## src/rtl/fsmc_reg_bank_if.sv

```systemverilog
// fsmc_reg_bank_if - bus-side signal bundle between the FSMC bridge and
// the user register bank.
//   en       chip select (level), driven by the bridge
//   state    access direction, 1 = read, 0 = write
//   addr     register index, valid while en = 1
//   wr_data  write data
//   rd_data  registered read data from the bank
//   rd_valid one-cycle pulse when rd_data is updated
//   err      one-cycle pulse on an illegal access
// master = bridge side, slave = register bank side.
interface fsmc_reg_bank_if #(
    parameter int unsigned DATA_W = 16,
    parameter int unsigned ADDR_W = 3
) ();
    logic              en;
    logic              state;
    logic [ADDR_W-1:0] addr;
    logic [DATA_W-1:0] wr_data;
    logic [DATA_W-1:0] rd_data;
    logic              rd_valid;
    logic              err;

    modport master (
        output en, state, addr, wr_data,
        input  rd_data, rd_valid, err
    );

    modport slave (
        input  en, state, addr, wr_data,
        output rd_data, rd_valid, err
    );
endinterface

```

## src/rtl/fsmc_reg_bank.sv

```systemverilog
// fsmc_reg_bank - parametrised register bank on the user side of the FSMC
// bridge. One access is taken per rising edge of bus.en; registers are
// bus read/write or hardware-driven read-only (RO_MASK).
// Ports:
//   clk      fabric clock
//   reset_n  asynchronous active-low reset
//   bus      fsmc_reg_bank_if.slave (en/state/addr/wr_data in,
//            rd_data/rd_valid/err out)
//   wr_pulse per-register one-cycle write strobe (cycle after the write)
//   reg_q    flattened register contents, reg i at [i*DATA_W +: DATA_W]
//   hw_din   hardware load data, same packing as reg_q
//   hw_we    per-register hardware load enable
// Optional: define FSMC_REG_RC_EN to make read-only registers read-to-clear.
module fsmc_reg_bank #(
    parameter int unsigned         DATA_W   = 16,
    parameter int unsigned         NUM_REGS = 8,
    parameter int unsigned         ADDR_W   = 3,
    parameter logic [NUM_REGS-1:0] RO_MASK  = 8'hC0,
    parameter logic [DATA_W-1:0]   RST_VAL  = '0
) (
    input  logic                         clk,
    input  logic                         reset_n,
    fsmc_reg_bank_if.slave               bus,
    output logic [NUM_REGS-1:0]          wr_pulse,
    output logic [NUM_REGS*DATA_W-1:0]   reg_q,
    input  logic [NUM_REGS*DATA_W-1:0]   hw_din,
    input  logic [NUM_REGS-1:0]          hw_we
);

    logic [DATA_W-1:0]   regs [NUM_REGS];
    logic                en_d;
    logic                access;
    logic [NUM_REGS-1:0] sel;
    logic [DATA_W-1:0]   sel_data;
    logic                addr_ok;
    logic                sel_ro;
    logic                bus_wr;
    logic                wr_bad;
    logic                rd;
    logic                rd_bad;

    logic [DATA_W-1:0]   rd_data_q;
    logic                rd_valid_q;
    logic                err_q;

    // Address decode; sel stays zero for an out-of-range index, which also
    // forces sel_data to zero for such reads.
    always_comb begin
        access   = bus.en & ~en_d;
        sel      = '0;
        sel_data = '0;
        addr_ok  = 1'b0;
        sel_ro   = 1'b0;
        for (int unsigned i = 0; i < NUM_REGS; i++) begin
            if (32'(bus.addr) == i) begin
                sel[i]   = 1'b1;
                sel_data = regs[i];
                addr_ok  = 1'b1;
                sel_ro   = RO_MASK[i];
            end
        end
        bus_wr = access & ~bus.state & addr_ok & ~sel_ro;
        wr_bad = access & ~bus.state & ~(addr_ok & ~sel_ro);
        rd     = access & bus.state;
        rd_bad = rd & ~addr_ok;
    end

    // Register storage: bus write beats hardware load, hardware load beats
    // read-to-clear.
    always_ff @(posedge clk or negedge reset_n) begin
        if (!reset_n) begin
            for (int unsigned i = 0; i < NUM_REGS; i++) begin
                regs[i] <= RST_VAL;
            end
        end else begin
            for (int unsigned i = 0; i < NUM_REGS; i++) begin
                if (bus_wr && sel[i]) begin
                    regs[i] <= bus.wr_data;
                end else if (hw_we[i]) begin
                    regs[i] <= hw_din[i*DATA_W +: DATA_W];
                end
`ifdef FSMC_REG_RC_EN
                else if (rd && sel[i] && RO_MASK[i]) begin
                    regs[i] <= '0;
                end
`endif
            end
        end
    end

    // en_d resets high so an en already asserted at reset release is not
    // mistaken for a new access.
    always_ff @(posedge clk or negedge reset_n) begin
        if (!reset_n) begin
            en_d       <= 1'b1;
            rd_data_q  <= '0;
            rd_valid_q <= 1'b0;
            wr_pulse   <= '0;
            err_q      <= 1'b0;
        end else begin
            en_d       <= bus.en;
            rd_valid_q <= rd;
            wr_pulse   <= bus_wr ? sel : '0;
            err_q      <= wr_bad | rd_bad;
            if (rd) begin
                rd_data_q <= sel_data;
            end
        end
    end

    always_comb begin
        reg_q = '0;
        for (int unsigned i = 0; i < NUM_REGS; i++) begin
            reg_q[i*DATA_W +: DATA_W] = regs[i];
        end
    end

    assign bus.rd_data  = rd_data_q;
    assign bus.rd_valid = rd_valid_q;
    assign bus.err      = err_q;

endmodule
```

## src/flat_wrapper.sv

```systemverilog
// flat-port wrapper written by rule: the top's interface ports become plain ports
module fsmc_reg_bank_flat 
#(
    parameter int unsigned         DATA_W   = 16,
    parameter int unsigned         NUM_REGS = 8,
    parameter int unsigned         ADDR_W   = 3,
    parameter logic [NUM_REGS-1:0] RO_MASK  = 8'hC0,
    parameter logic [DATA_W-1:0]   RST_VAL  = '0
)
  (clk, reset_n, wr_pulse, reg_q, hw_din, hw_we, bus_en, bus_state, bus_addr, bus_wr_data, bus_rd_data, bus_rd_valid, bus_err);
  fsmc_reg_bank_if #(.DATA_W(DATA_W), .ADDR_W(ADDR_W)) bus_i ();
  input  logic clk;
  input  logic reset_n;
  output logic [NUM_REGS-1:0] wr_pulse;
  output logic [NUM_REGS*DATA_W-1:0] reg_q;
  input  logic [NUM_REGS*DATA_W-1:0] hw_din;
  input  logic [NUM_REGS-1:0] hw_we;
  input wire logic [$bits(bus_i.en)-1:0] bus_en;
  input wire logic [$bits(bus_i.state)-1:0] bus_state;
  input wire logic [$bits(bus_i.addr)-1:0] bus_addr;
  input wire logic [$bits(bus_i.wr_data)-1:0] bus_wr_data;
  output wire logic [$bits(bus_i.rd_data)-1:0] bus_rd_data;
  output wire logic [$bits(bus_i.rd_valid)-1:0] bus_rd_valid;
  output wire logic [$bits(bus_i.err)-1:0] bus_err;
  assign bus_i.en = bus_en;
  assign bus_i.state = bus_state;
  assign bus_i.addr = bus_addr;
  assign bus_i.wr_data = bus_wr_data;
  assign bus_rd_data = bus_i.rd_data;
  assign bus_rd_valid = bus_i.rd_valid;
  assign bus_err = bus_i.err;
  fsmc_reg_bank #(.DATA_W(DATA_W), .NUM_REGS(NUM_REGS), .ADDR_W(ADDR_W), .RO_MASK(RO_MASK), .RST_VAL(RST_VAL)) u_core (.clk(clk), .reset_n(reset_n), .bus(bus_i), .wr_pulse(wr_pulse), .reg_q(reg_q), .hw_din(hw_din), .hw_we(hw_we));
endmodule
```

## config.mk

```make
export PLATFORM = sky130hd
export DESIGN_NAME = fsmc_reg_bank_flat
export DESIGN_NICKNAME = d
export VERILOG_FILES = /design/src/rtl/fsmc_reg_bank_if.sv /design/src/rtl/fsmc_reg_bank.sv /design/src/flat_wrapper.sv
export SDC_FILE = /design/constraint.sdc
export NUM_CORES = 1
export LEC_CHECK = 0
export ABC_CLOCK_PERIOD_IN_PS = 2100
export BUFFER_PORTS_ARGS = -buffer_cell sky130_fd_sc_hd__buf_2
export CAP_MARGIN = 20
export CORE_MARGIN = 2
export CORE_UTILIZATION = 32
export DETAILED_ROUTE_END_ITERATION = 8
export SETUP_SLACK_MARGIN = 0.15
export SKIP_CTS_REPAIR_TIMING = 1
export SKIP_LAST_GASP = 1
export SYNTH_ARGS = -nofsm -noshare
export SYNTH_HDL_FRONTEND = slang
export SYNTH_SLANG_ARGS = --single-unit
```

## constraint.sdc

```tcl
create_clock -name clk -period 2.1 [get_ports clk]
set_input_delay 0.42 -clock clk [delete_from_list [all_inputs] [get_ports clk]]
set_output_delay 0.42 -clock clk [all_outputs]
set_load 0.05 [all_outputs]
```

==> metrics.yaml <==
critical_path:
  cp.required_ns: 2.40
  path_delay_family: "simple AND/OR/NAND/NOR gates"
  cpMaxStageDelayCell: "or3b_1"
  max_stage_delay_ns: 0.46
  crit_fanout: 33
  cp.arrival_ns: 2.04
  critPathBufInv: 1
  cp-start-kind: "flip-flop"
  crit_chain: "or3b_1 > or3_1 > buf_12 > nor2_1 > a21oi_1"
  crit_type: "flip-flop to flip-flop"
  setup.worst_path.end_class: "flip-flop"
global_routing:
  grt_pass1_wl_um: 40800
  grt_pass1_vias: 6463
  grt_overflow_total: 0
  grt_util_all_layers_pct: 22.6
  grt_max_degree: 47
  antenna_found_initial: 2
synthesis:
  yosysWarnings: 0
  syn_inst: 712
  synth-compound-area-share_pct: 14.8
  synth_xor_area_share_pct: 0
  synth_adder_area_share_pct: 0
  synthArstFlopShare_pct: 100
  synth-edff-count: 0
  avgSynthCellArea_um2: 10.6
  yosys-mux-area-fraction_pct: 21.3
  synth_area_um2: 7580
  yosysSeqAreaShare_pct: 51.2
  ys_seq_elements: 155
  synthDistinctLibCells: 40
  synth-simple-area-share_pct: 8.45
  ys.flop_type: "dfrtp_1"
  synth_top_family_by_area: "multiplexers"
sta:
  tightest_slew_ns: 0.567
  setup_viol: 0
  min_period_ns: 1.74
  fmax_ghz: 0.576
  tns_ns: 0
  layout_setup_ws_ns: 0.363
  final_hold_viol_count: 0
  rsz0062_at_grt: "no"
  drv_slew: 0
  max-slew-margin-rel_pct: 62.2
  finalCritPeriodShare_pct: 82.7
  skew_ns: 0.0114
route:
  antenna_left: 0
  drtPass1Iterations: 6
  wl_per_cell_um: 21.2
  route.vias.total: 6683
  routed_wl_um: 28600
  drt_iter0_drc: 351
  viasPerCell: 4.95
  drcViolationCount: 0
job:
  maxCapViolations: 0
clocking:
  cts_buffer_depth: 2
  htreeDepth: 4
  cts_num_sinks: 155
  cts_root_buf: "clkbuf_16"
  cts_buffers: 17
  clk_latency_ns: 0.43
  cts.clk_slew.worst_paths_ns: 0.07
  cts_tree: "built"
placed_design:
  dp_hpwl_um: 22100
  io_buffers: 312
  pre_cts_slack_ns: 0.0446
  gp_congestion: 0.858
die:
  start_util_pct: 32.5
  core_area_um2: 23300
  chipWidth_um: 158
  rows: 56
  die_area_um2: 24900
  fp.dieH_um: 158
  ios: 313
cells_and_area:
  layout-drive-gt1-share_pct: 40.9
  fin_nets: 1176
  synthToLayoutAreaGrowth_pct: 34.2
power:
  power.density_nw_per_um2: 906
  p_leak_uw: 0.00496
  irDropWorstVdd_mv: 0.509
  p_total_uw: 9210
hold_path:
  hold_path.class: "input port to flip-flop"
status:
  outcome: "complete, no violations"
==> Yosys cell counts (2+ instances only) <==
cell type,n,area (um2)
mux2_2,40,450
inv_1,7,26.3
buf_1,3,11.3
nor2_1,52,195
nand2_1,49,184
buf_6,4,45.0
a22o_1,3,26.3
a211oi_1,4,30.0
a21boi_0,3,22.5
a22oi_1,7,52.6
and4_1,4,35.0
o31ai_1,4,30.0
a21oi_1,73,365
buf_2,21,105
nand2b_1,2,12.5
nor3_1,5,25.0
a211o_1,3,26.3
clkbuf_1,31,116
a21o_1,7,52.6
o221ai_1,11,96.3
or3_1,2,12.5
o22ai_1,10,62.6
mux2i_1,114,1140
o21ai_0,69,345
nand3b_1,13,97.6
nand4b_1,4,35.0
dfrtp_1,154,3850
==> stage by stage <==
stage / area, um2 / util [%] / hold WS (ns) / cells
final: 10200 / 43.6 / 0.142 / 1351
after global routing: 10200 / 43.6 / 0.117 / 1351
after CTS: 10200 / 43.5 / -0.0470 / 1348
after detailed placement: 9620 / 41.2 / 0.409 / 1316
after global placement: 9620 / 41.2 / 0.406 / 1316
after floorplan: 7580 / - / 0.124 / 713
==> worst register-to-register path, delay by kind of cell, from the launching register on <==
kind,cells,cell delay (ns)
DFF,1,0.37
and+or+nand+nor,3,1.01
AOI/OAI and AO/OA,1,0.06
buffers and inverters,1,0.19
==> cells by family after synthesis <==
kind of cell           count (synthesis)
AOI/OAI and AO/OA                    196
buffers and inverters                 68
DFF                                  155
muxes                                155
other                                  1
and+or+nand+nor                      137
==> metal layers <==
metal	wire, um	track usage (%)	vias to the layer above
met4	676	7.58	0
li1	-	-	3198
met5	0	0	-
met2	13600	36.4	254
met1	12500	30.1	3199
met3	1790	4.98	32
==> cells in the final DEF, fill, tap and decap left out, types with 2 or more instances in the layout <==
master      Yosys  layout
clkinvlp_4      0       7
a21boi_0        3       3
a21oi_1        73      73
buf_12          0       8
clkinv_4        0       3
o221ai_1       11      11
mux2i_1       114     114
a211oi_1        4       4
clkbuf_16       0      17
nand2b_1        2       2
and4_1          4       4
a21o_1          7       7
o22ai_1        10      10
buf_4           1      25
nor2_1         52      50
or3_1           2       2
nor3_1          5       4
a22oi_1         7       7
nand2_1        49      49
nand3b_1       13      13
clkinv_2        0       2
nand4b_1        4       4
o21ai_0        69      69
diode_2         0       2
mux2_2         40      40
dfrtp_1       154     154
o31ai_1         4       4
a211o_1         3       3
conb_1          1       2
buf_2          21     311
a22o_1          3       3
inv_1           7       7
nor2_2          0       2
==> final timing paths <==
path | startpoint | end | slack [ns] | cells after the start
worst max-delay path | u_core.en_d | u_core.reg_q[64] | 0.36 | 5
worst min-delay path | bus_en | u_core.en_d | 0.14 | 1
worst max register to register | u_core.en_d | u_core.reg_q[64] | 0.36 | 5
worst min register to register | u_core.bus.rd_data[3] | u_core.bus.rd_data[3] | 0.51 | 1
max in group asynchronous | reset_n | u_core.reg_q[33] | 0.92 | 3
min in group asynchronous | reset_n | u_core.reg_q[78] | 0.51 | 2
==> where the power goes <==
group	switching, uW	internal, uW	total [uW]
combinational	1950	758	2710
clock	1310	1550	2850
sequential	326	3330	3650
total	3580	5630	9210
==> sequential cells by signal, indices dropped and copies added, names as in the netlist <==
| signal | flops |
|---|---|
| u_core.wr_pulse | 8 |
| u_core.en_d | 1 |
| u_core.reg_q | 128 |
| u_core.bus.err | 1 |
| u_core.bus.rd_data | 16 |
| u_core.bus.rd_valid | 1 |
==> area by class of cell <==
class                      count  area, um2
fill                        2341      13200
sequential                   155       3880
multi-input combinational    490       3400
timing repair buffer         346       1930
clock buffer                  19        443
tap                          319        399
clock inverter                13       97.6
inverter                       7       26.3
antenna                        2       5.00
(Power assumes the default switching activity.)
